==> config.mk <==
export PLATFORM = sky130hd
export DESIGN_NAME = serial_addsub_flat
export DESIGN_NICKNAME = d
export VERILOG_FILES = /design/src/rtl/serial_addsub_pkg.sv /design/src/rtl/serial_addsub_if.sv /design/src/rtl/serial_addsub_fa_cell.sv /design/src/rtl/serial_addsub.sv /design/src/flat_wrapper.sv
export SDC_FILE = /design/constraint.sdc
export NUM_CORES = 1
export LEC_CHECK = 0
export BUFFER_PORTS_ARGS = -buffer_cell sky130_fd_sc_hd__buf_2
export CORE_MARGIN = 2
export CORE_UTILIZATION = 35
export DETAILED_ROUTE_END_ITERATION = 16
export SYNTH_ARGS = -nofsm -noshare
export SYNTH_HDL_FRONTEND = slang
export SYNTH_SLANG_ARGS = --single-unit
==> constraint.sdc <==
create_clock -name clk -period 3.1 [get_ports clk]
set_input_delay 0.465 -clock clk [delete_from_list [all_inputs] [get_ports clk]]
set_output_delay 0.465 -clock clk [all_outputs]
set_load 0.02 [all_outputs]
==> src/rtl/serial_addsub_pkg.sv <==
`default_nettype none
// ============================================================================
//  Module      : serial_addsub_pkg
//  Description : Shared types and constants for the bit-serial add/subtract
//                unit (FSM state encoding and operation-select values).
//  Revision    : 1.0 - initial release
// ============================================================================
package serial_addsub_pkg;

    // Three-state controller: waiting, shifting bits, result presented.
    typedef enum logic [1:0] {
        IDLE = 2'd0,
        RUN  = 2'd1,
        DONE = 2'd2
    } state_t;

    // Operation select carried on the mode input.
    localparam logic MODE_ADD = 1'b0;
    localparam logic MODE_SUB = 1'b1;

endpackage
`default_nettype wire

==> src/rtl/serial_addsub_if.sv <==
`default_nettype none
// ============================================================================
//  Module      : serial_addsub_if
//  Description : Request/result bundle for serial_addsub. The master issues
//                operations, the slave (the arithmetic unit) returns results.
//  Revision    : 1.0 - initial release
// ============================================================================
interface serial_addsub_if #(
    parameter int WIDTH = 8
);
    logic             start;
    logic             mode;
    logic [WIDTH-1:0] a;
    logic [WIDTH-1:0] b;
    logic             busy;
    logic             done;
    logic [WIDTH-1:0] sum;
    logic             carry_out;
    logic             overflow;

    modport master (
        output start, mode, a, b,
        input  busy, done, sum, carry_out, overflow
    );

    modport slave (
        input  start, mode, a, b,
        output busy, done, sum, carry_out, overflow
    );
endinterface
`default_nettype wire

==> src/rtl/serial_addsub_fa_cell.sv <==
`default_nettype none
// ============================================================================
//  Module      : fa_cell
//  Description : Combinational 1-bit full adder; the only arithmetic element
//                of the serial datapath.
//  Revision    : 1.0 - initial release
// ============================================================================
module fa_cell (
    input  wire logic a,
    input  wire logic b,
    input  wire logic cin,
    output logic      s,
    output logic      cout
);
    // Sum and majority carry.
    always_comb begin
        s    = a ^ b ^ cin;
        cout = (a & b) | (a & cin) | (b & cin);
    end
endmodule
`default_nettype wire

==> src/rtl/serial_addsub.sv <==
`default_nettype none
// ============================================================================
//  Module      : serial_addsub
//  Description : Bit-serial two's-complement adder/subtractor. One bit per
//                clock, LSB first, through a single full-adder cell. Results
//                (sum, carry_out, overflow) are registered on entry to DONE.
//  Revision    : 1.0 - initial release
// ============================================================================
module serial_addsub #(
    parameter int WIDTH = 8
) (
    input  wire logic      clk,
    input  wire logic      rst_n,
    serial_addsub_if.slave bus
);
    import serial_addsub_pkg::*;

    localparam int              CNT_W  = $clog2(WIDTH) + 1;
    localparam logic [CNT_W-1:0] C_LAST = CNT_W'(WIDTH - 1);

    state_t             r_state;
    state_t             w_state_next;
    logic [WIDTH-1:0]   r_a;
    logic [WIDTH-1:0]   r_b;
    // Holds the low WIDTH-1 result bits; the MSB comes straight from the
    // adder in the final RUN cycle.
    logic [WIDTH-2:0]   r_res;
    logic [CNT_W-1:0]   r_cnt;
    logic               r_carry;
    logic [WIDTH-1:0]   r_sum;
    logic               r_cout;
    logic               r_ovf;

    logic               w_s;
    logic               w_cout;
    logic               w_last;
    logic               w_start_ok;
    logic [WIDTH-1:0]   w_res_full;

    // Start is honoured only outside RUN, so a request in flight is never disturbed.
    assign w_start_ok = bus.start && (r_state != RUN);
    assign w_last     = (r_state == RUN) && (r_cnt == C_LAST);
    assign w_res_full = {w_s, r_res};

    fa_cell u_fa (
        .a    (r_a[0]),
        .b    (r_b[0]),
        .cin  (r_carry),
        .s    (w_s),
        .cout (w_cout)
    );

    // State register.
    always_ff @(posedge clk) begin
        if (!rst_n) begin
            r_state <= IDLE;
        end else begin
            r_state <= w_state_next;
        end
    end

    // Next-state logic: RUN for WIDTH cycles, DONE for one, chaining on start.
    always_comb begin
        w_state_next = r_state;
        case (r_state)
            IDLE:    if (bus.start) w_state_next = RUN;
            RUN:     if (w_last)    w_state_next = DONE;
            DONE:    w_state_next = bus.start ? RUN : IDLE;
            default: w_state_next = IDLE;
        endcase
    end

    // Operand capture and bit-serial shifting; subtract uses a + ~b + 1.
    always_ff @(posedge clk) begin
        if (!rst_n) begin
            r_a     <= '0;
            r_b     <= '0;
            r_res   <= '0;
            r_cnt   <= '0;
            r_carry <= 1'b0;
        end else if (w_start_ok) begin
            r_a     <= bus.a;
            r_b     <= (bus.mode == MODE_SUB) ? ~bus.b : bus.b;
            r_res   <= '0;
            r_cnt   <= '0;
            r_carry <= bus.mode;
        end else if (r_state == RUN) begin
            r_a     <= r_a >> 1;
            r_b     <= r_b >> 1;
            r_res   <= w_res_full[WIDTH-1:1];
            r_cnt   <= r_cnt + CNT_W'(1);
            r_carry <= w_cout;
        end
    end

    // Result registers update only on the last RUN cycle; overflow compares
    // carry into the MSB (r_carry) with carry out of it.
    always_ff @(posedge clk) begin
        if (!rst_n) begin
            r_sum  <= '0;
            r_cout <= 1'b0;
            r_ovf  <= 1'b0;
        end else if (w_last) begin
            r_sum  <= w_res_full;
            r_cout <= w_cout;
            r_ovf  <= r_carry ^ w_cout;
        end
    end

    assign bus.busy      = (r_state == RUN);
    assign bus.done      = (r_state == DONE);
    assign bus.sum       = r_sum;
    assign bus.carry_out = r_cout;
    assign bus.overflow  = r_ovf;

endmodule
`default_nettype wire

==> src/flat_wrapper.sv <==
// flat-port wrapper written by rule: the top's interface ports become plain ports
module serial_addsub_flat import serial_addsub_pkg::*;
#(
    parameter int WIDTH = 8
)
  (clk, rst_n, bus_start, bus_mode, bus_a, bus_b, bus_busy, bus_done, bus_sum, bus_carry_out, bus_overflow);
  serial_addsub_if #(.WIDTH(WIDTH)) bus_i ();
  input  wire logic clk;
  input  wire logic rst_n;
  input wire logic [$bits(bus_i.start)-1:0] bus_start;
  input wire logic [$bits(bus_i.mode)-1:0] bus_mode;
  input wire logic [$bits(bus_i.a)-1:0] bus_a;
  input wire logic [$bits(bus_i.b)-1:0] bus_b;
  output wire logic [$bits(bus_i.busy)-1:0] bus_busy;
  output wire logic [$bits(bus_i.done)-1:0] bus_done;
  output wire logic [$bits(bus_i.sum)-1:0] bus_sum;
  output wire logic [$bits(bus_i.carry_out)-1:0] bus_carry_out;
  output wire logic [$bits(bus_i.overflow)-1:0] bus_overflow;
  assign bus_i.start = bus_start;
  assign bus_i.mode = bus_mode;
  assign bus_i.a = bus_a;
  assign bus_i.b = bus_b;
  assign bus_busy = bus_i.busy;
  assign bus_done = bus_i.done;
  assign bus_sum = bus_i.sum;
  assign bus_carry_out = bus_i.carry_out;
  assign bus_overflow = bus_i.overflow;
  serial_addsub #(.WIDTH(WIDTH)) u_core (.clk(clk), .rst_n(rst_n), .bus(bus_i));
endmodule
==> summary.md <==
| Metric | Value |
|---|---|
| Setup repair after global routing missed its margin | `false` |
| DR vias/cell | `4.65` |
| Vias | `1352` |
| Final HPWL DP | `2.16 mm` |
| Fmax | `599 MHz` |
| Worst R2R Path Depth | `4` |
| CTS tree | `yes` |
| Remaining global-route overflow | `0` |
| Leakage power | `0.939 nW` |
| Hold Slack | `0.407 ns` |
| Top_reg_cell synth | `dfxtp_1` |
| Yosys cell types | `32` |
| Share of layout cells above drive strength 1 | `23.1%` |
| Resized cells post-CTS | `0` |
| Core box area | `5040 sq um` |
| Synth Register Bits | `40` |
| Final Critical Period | `1.67 ns` |
| Maximum VDD drop | `0.284 mV` |
| Worst Clk Skew | `0.00504 ns` |
| Critical Path Start | `u_core.r_state[0]` |
| Slew headroom | `46.0%` |
| Pin count of the biggest net entering global routing | `36` |
| Synthesized area per cell | `9.15 sq um` |
| Max Slew Vio Count | `0` |
| Total of max-cap violations | `0` |
| CP startpoint kind | `register` |
| Num CTS Buffers | `5` |
| Hold_buf cts | `0` |
| FF-to-FF setup slack | `1.59 ns` |
| Top-area cell type share of the netlist area | `44.6%` |
| Worst-Margin Slew | `0.804 ns` |
| Power Total | `0.00109 W` |
| Crit Path Max Fanout | `21` |
| Power per standard cell area | `530 nW/um^2` |
| Final worst setup slack | `1.43 ns` |
| Most instantiated cells after synthesis | `50 x nand2_1, 40 x dfxtp_1, 18 x mux2i_1, 9 x nand3_1, 9 x o211a_1` |
| Largest area contributor in the netlist | `dfxtp_1` |
| Most common cell in the netlist | `nand2_1` |
| Wirelength per Cell | `11.2 um` |
| Outcome | `finished, final reports clean` |
| Clock sink count | `40` |
| CTS max path bufs | `2` |
| Crit end category | `output pin` |
| CP Data Arrival Time | `1.21 ns` |
| Gate Count Post-Synth | `196` |
| Synth area leaders | `dfxtp_1 45%, nand2_1 10%, mux2i_1 10%` |
| Reg2Reg Capture Point | `u_core.r_cnt[2]` |
| Clk_lat worst skew | `0.29 ns` |
| Die Height | `75.6 um` |
| Syn nets | `218` |
| Netlist Area Pre-Place | `1790 sq um` |
| Antenna Cells | `0` |
| Number of global-route vias before repair | `1264` |
| Row cnt | `26` |
| Post-route ant nets | `0` |
| Port Buffer Count | `31` |
| H-tree depth | `2` |
| DRC Markers | `0` |
| Final setup violating endpoints | `0` |
| Seq/Total Area, Yosys | `44.6%` |
| Die Wd | `75.6 um` |
| Die area | `5720 sq um` |
| Ports | `32` |
| Area Overhead vs Synth | `14.6%` |
| Synth Warn # | `0` |
| Class of the worst hold path | `primary input to register` |
| Number of flops mapped to enable cells by yosys | `0` |
| Routed WL | `3.25 mm` |
| Clk slew on worst S/H paths | `0.08 ns` |
| Worst r2r src | `u_core.r_state[1]` |
| WP data required | `2.63 ns` |
| Synth async-reset ratio | `0%` |
| FILL cells | `510` |
| Worst setup path end | `bus_busy` |
| Initial antenna violation count | `0` |
| RD Place Congestion | `0.771` |
| Setup slack at placement | `1.15 ns` |
| Final period util | `53.9%` |
| Setup TNS | `0 ns` |
| Final #Nets | `242` |
| Overall Global Routing Usage | `13.0%` |
| Final hold vios | `0` |
| First-pass GRT wire length | `5.62 mm` |
| Critical path class | `register to output pin` |
| DR pass1 iterations | `4` |
| Starting Density | `35.6%` |
| Postcts setup bufs | `0` |
| Root Buffer | `clkbuf_8` |
| Number of DRC markers in iteration 0 | `114` |
-- where the power goes --
group	internal [W]	switching, W	total (W)
clock	0.000239	0.000180	0.000419
sequential	0.000537	0.0000137	0.000551
combinational	0.0000517	0.0000680	0.000120
-- worst max-delay path, stage by stage (launching register included) --
cell	delay [ns]
dfxtp_1	0.38
nand2b_1	0.12
inv_4	0.20
buf_2	0.21
-- cell type report --
type / instances / area [sq um] / area share (%)
Multi-Input combinational cell: 138 / 881 / 42.8
Sequential cell: 40 / 801 / 38.9
Timing Repair Buffer: 33 / 170 / 8.27
Tap cell: 70 / 87.6 / 4.26
Clock buffer: 6 / 72.6 / 3.53
Clock inverter: 2 / 35.0 / 1.70
Inverter: 2 / 10.0 / 0.487
-- routing by layer --
metal | share of wire (%) | track usage, % | routed length, um
met4 | 0.83 | 4.09 | 27
met3 | 5.1 | 3.97 | 165
met2 | 44 | 20.4 | 1440
met5 | 0 | 0 | 0
met1 | 50 | 17.2 | 1610
-- registers in the layout, indices dropped and copies added, names as in the netlist --
signal                cells
u_core.r_res              7
u_core.r_b                8
u_core.bus.sum            8
u_core.r_a                8
u_core.bus.carry_out      1
u_core.bus.overflow       1
u_core.r_cnt              4
u_core.r_state            2
u_core.r_carry            1
-- worst min path at each step --
stage / start / endpoint / slack [ns] / depth (start not counted)
after floorplan: u_core.r_b[1] / u_core.r_b[0] / 0.43 / 2
after global placement: u_core.bus.sum[3] / u_core.bus.sum[3] / 0.44 / 2
after detailed placement: u_core.bus.sum[1] / u_core.bus.sum[1] / 0.44 / 2
after CTS: bus_a[7] / u_core.r_a[7] / 0.40 / 3
after global routing: bus_a[7] / u_core.r_a[7] / 0.44 / 3
final: bus_a[7] / u_core.r_a[7] / 0.41 / 3
-- cells by family (layout without fill, tap and decap cells) --
| group | after synthesis | after routing | share of synthesized area, % |
|---|---|---|---|
| AND/OR/NAND/NOR | 78 | 78 | 19.4 |
| AO/OA/AOI/OAI | 29 | 29 | 12.5 |
| adder cells (fa/ha/maj) | 2 | 2 | 1.81 |
| multiplexers | 18 | 18 | 10.0 |
| XOR/XNOR | 11 | 11 | 5.37 |
| buffers and inverters | 18 | 43 | 6.28 |
| flip-flops | 40 | 40 | 44.6 |
-- per-stage QoR --
| step | instance area, sq um | instances | utilization [%] |
|---|---|---|---|
| 6_report | 2060 | 291 | 40.8 |
| 5_1_grt | 2060 | 291 | 40.8 |
| 4_1_cts | 2060 | 291 | 40.8 |
| 3_5_place_dp | 1950 | 283 | 38.7 |
| 3_3_place_gp | 1950 | 283 | 38.7 |
| 2_1_floorplan | 1790 | 196 | - |
-- placed cells by master (no fill, tap or decap), types with 2 or more instances in the layout --
master / n
dfxtp_1: 40
buf_2: 31
xnor2_1: 3
nor2_1: 4
nand2_1: 50
xor2_1: 8
nand3_1: 9
or2_2: 7
buf_4: 2
o2111ai_1: 7
clkbuf_8: 5
o211a_1: 9
a21oi_1: 8
mux2i_1: 18
Note: power is estimated with default switching activity, not from simulation.
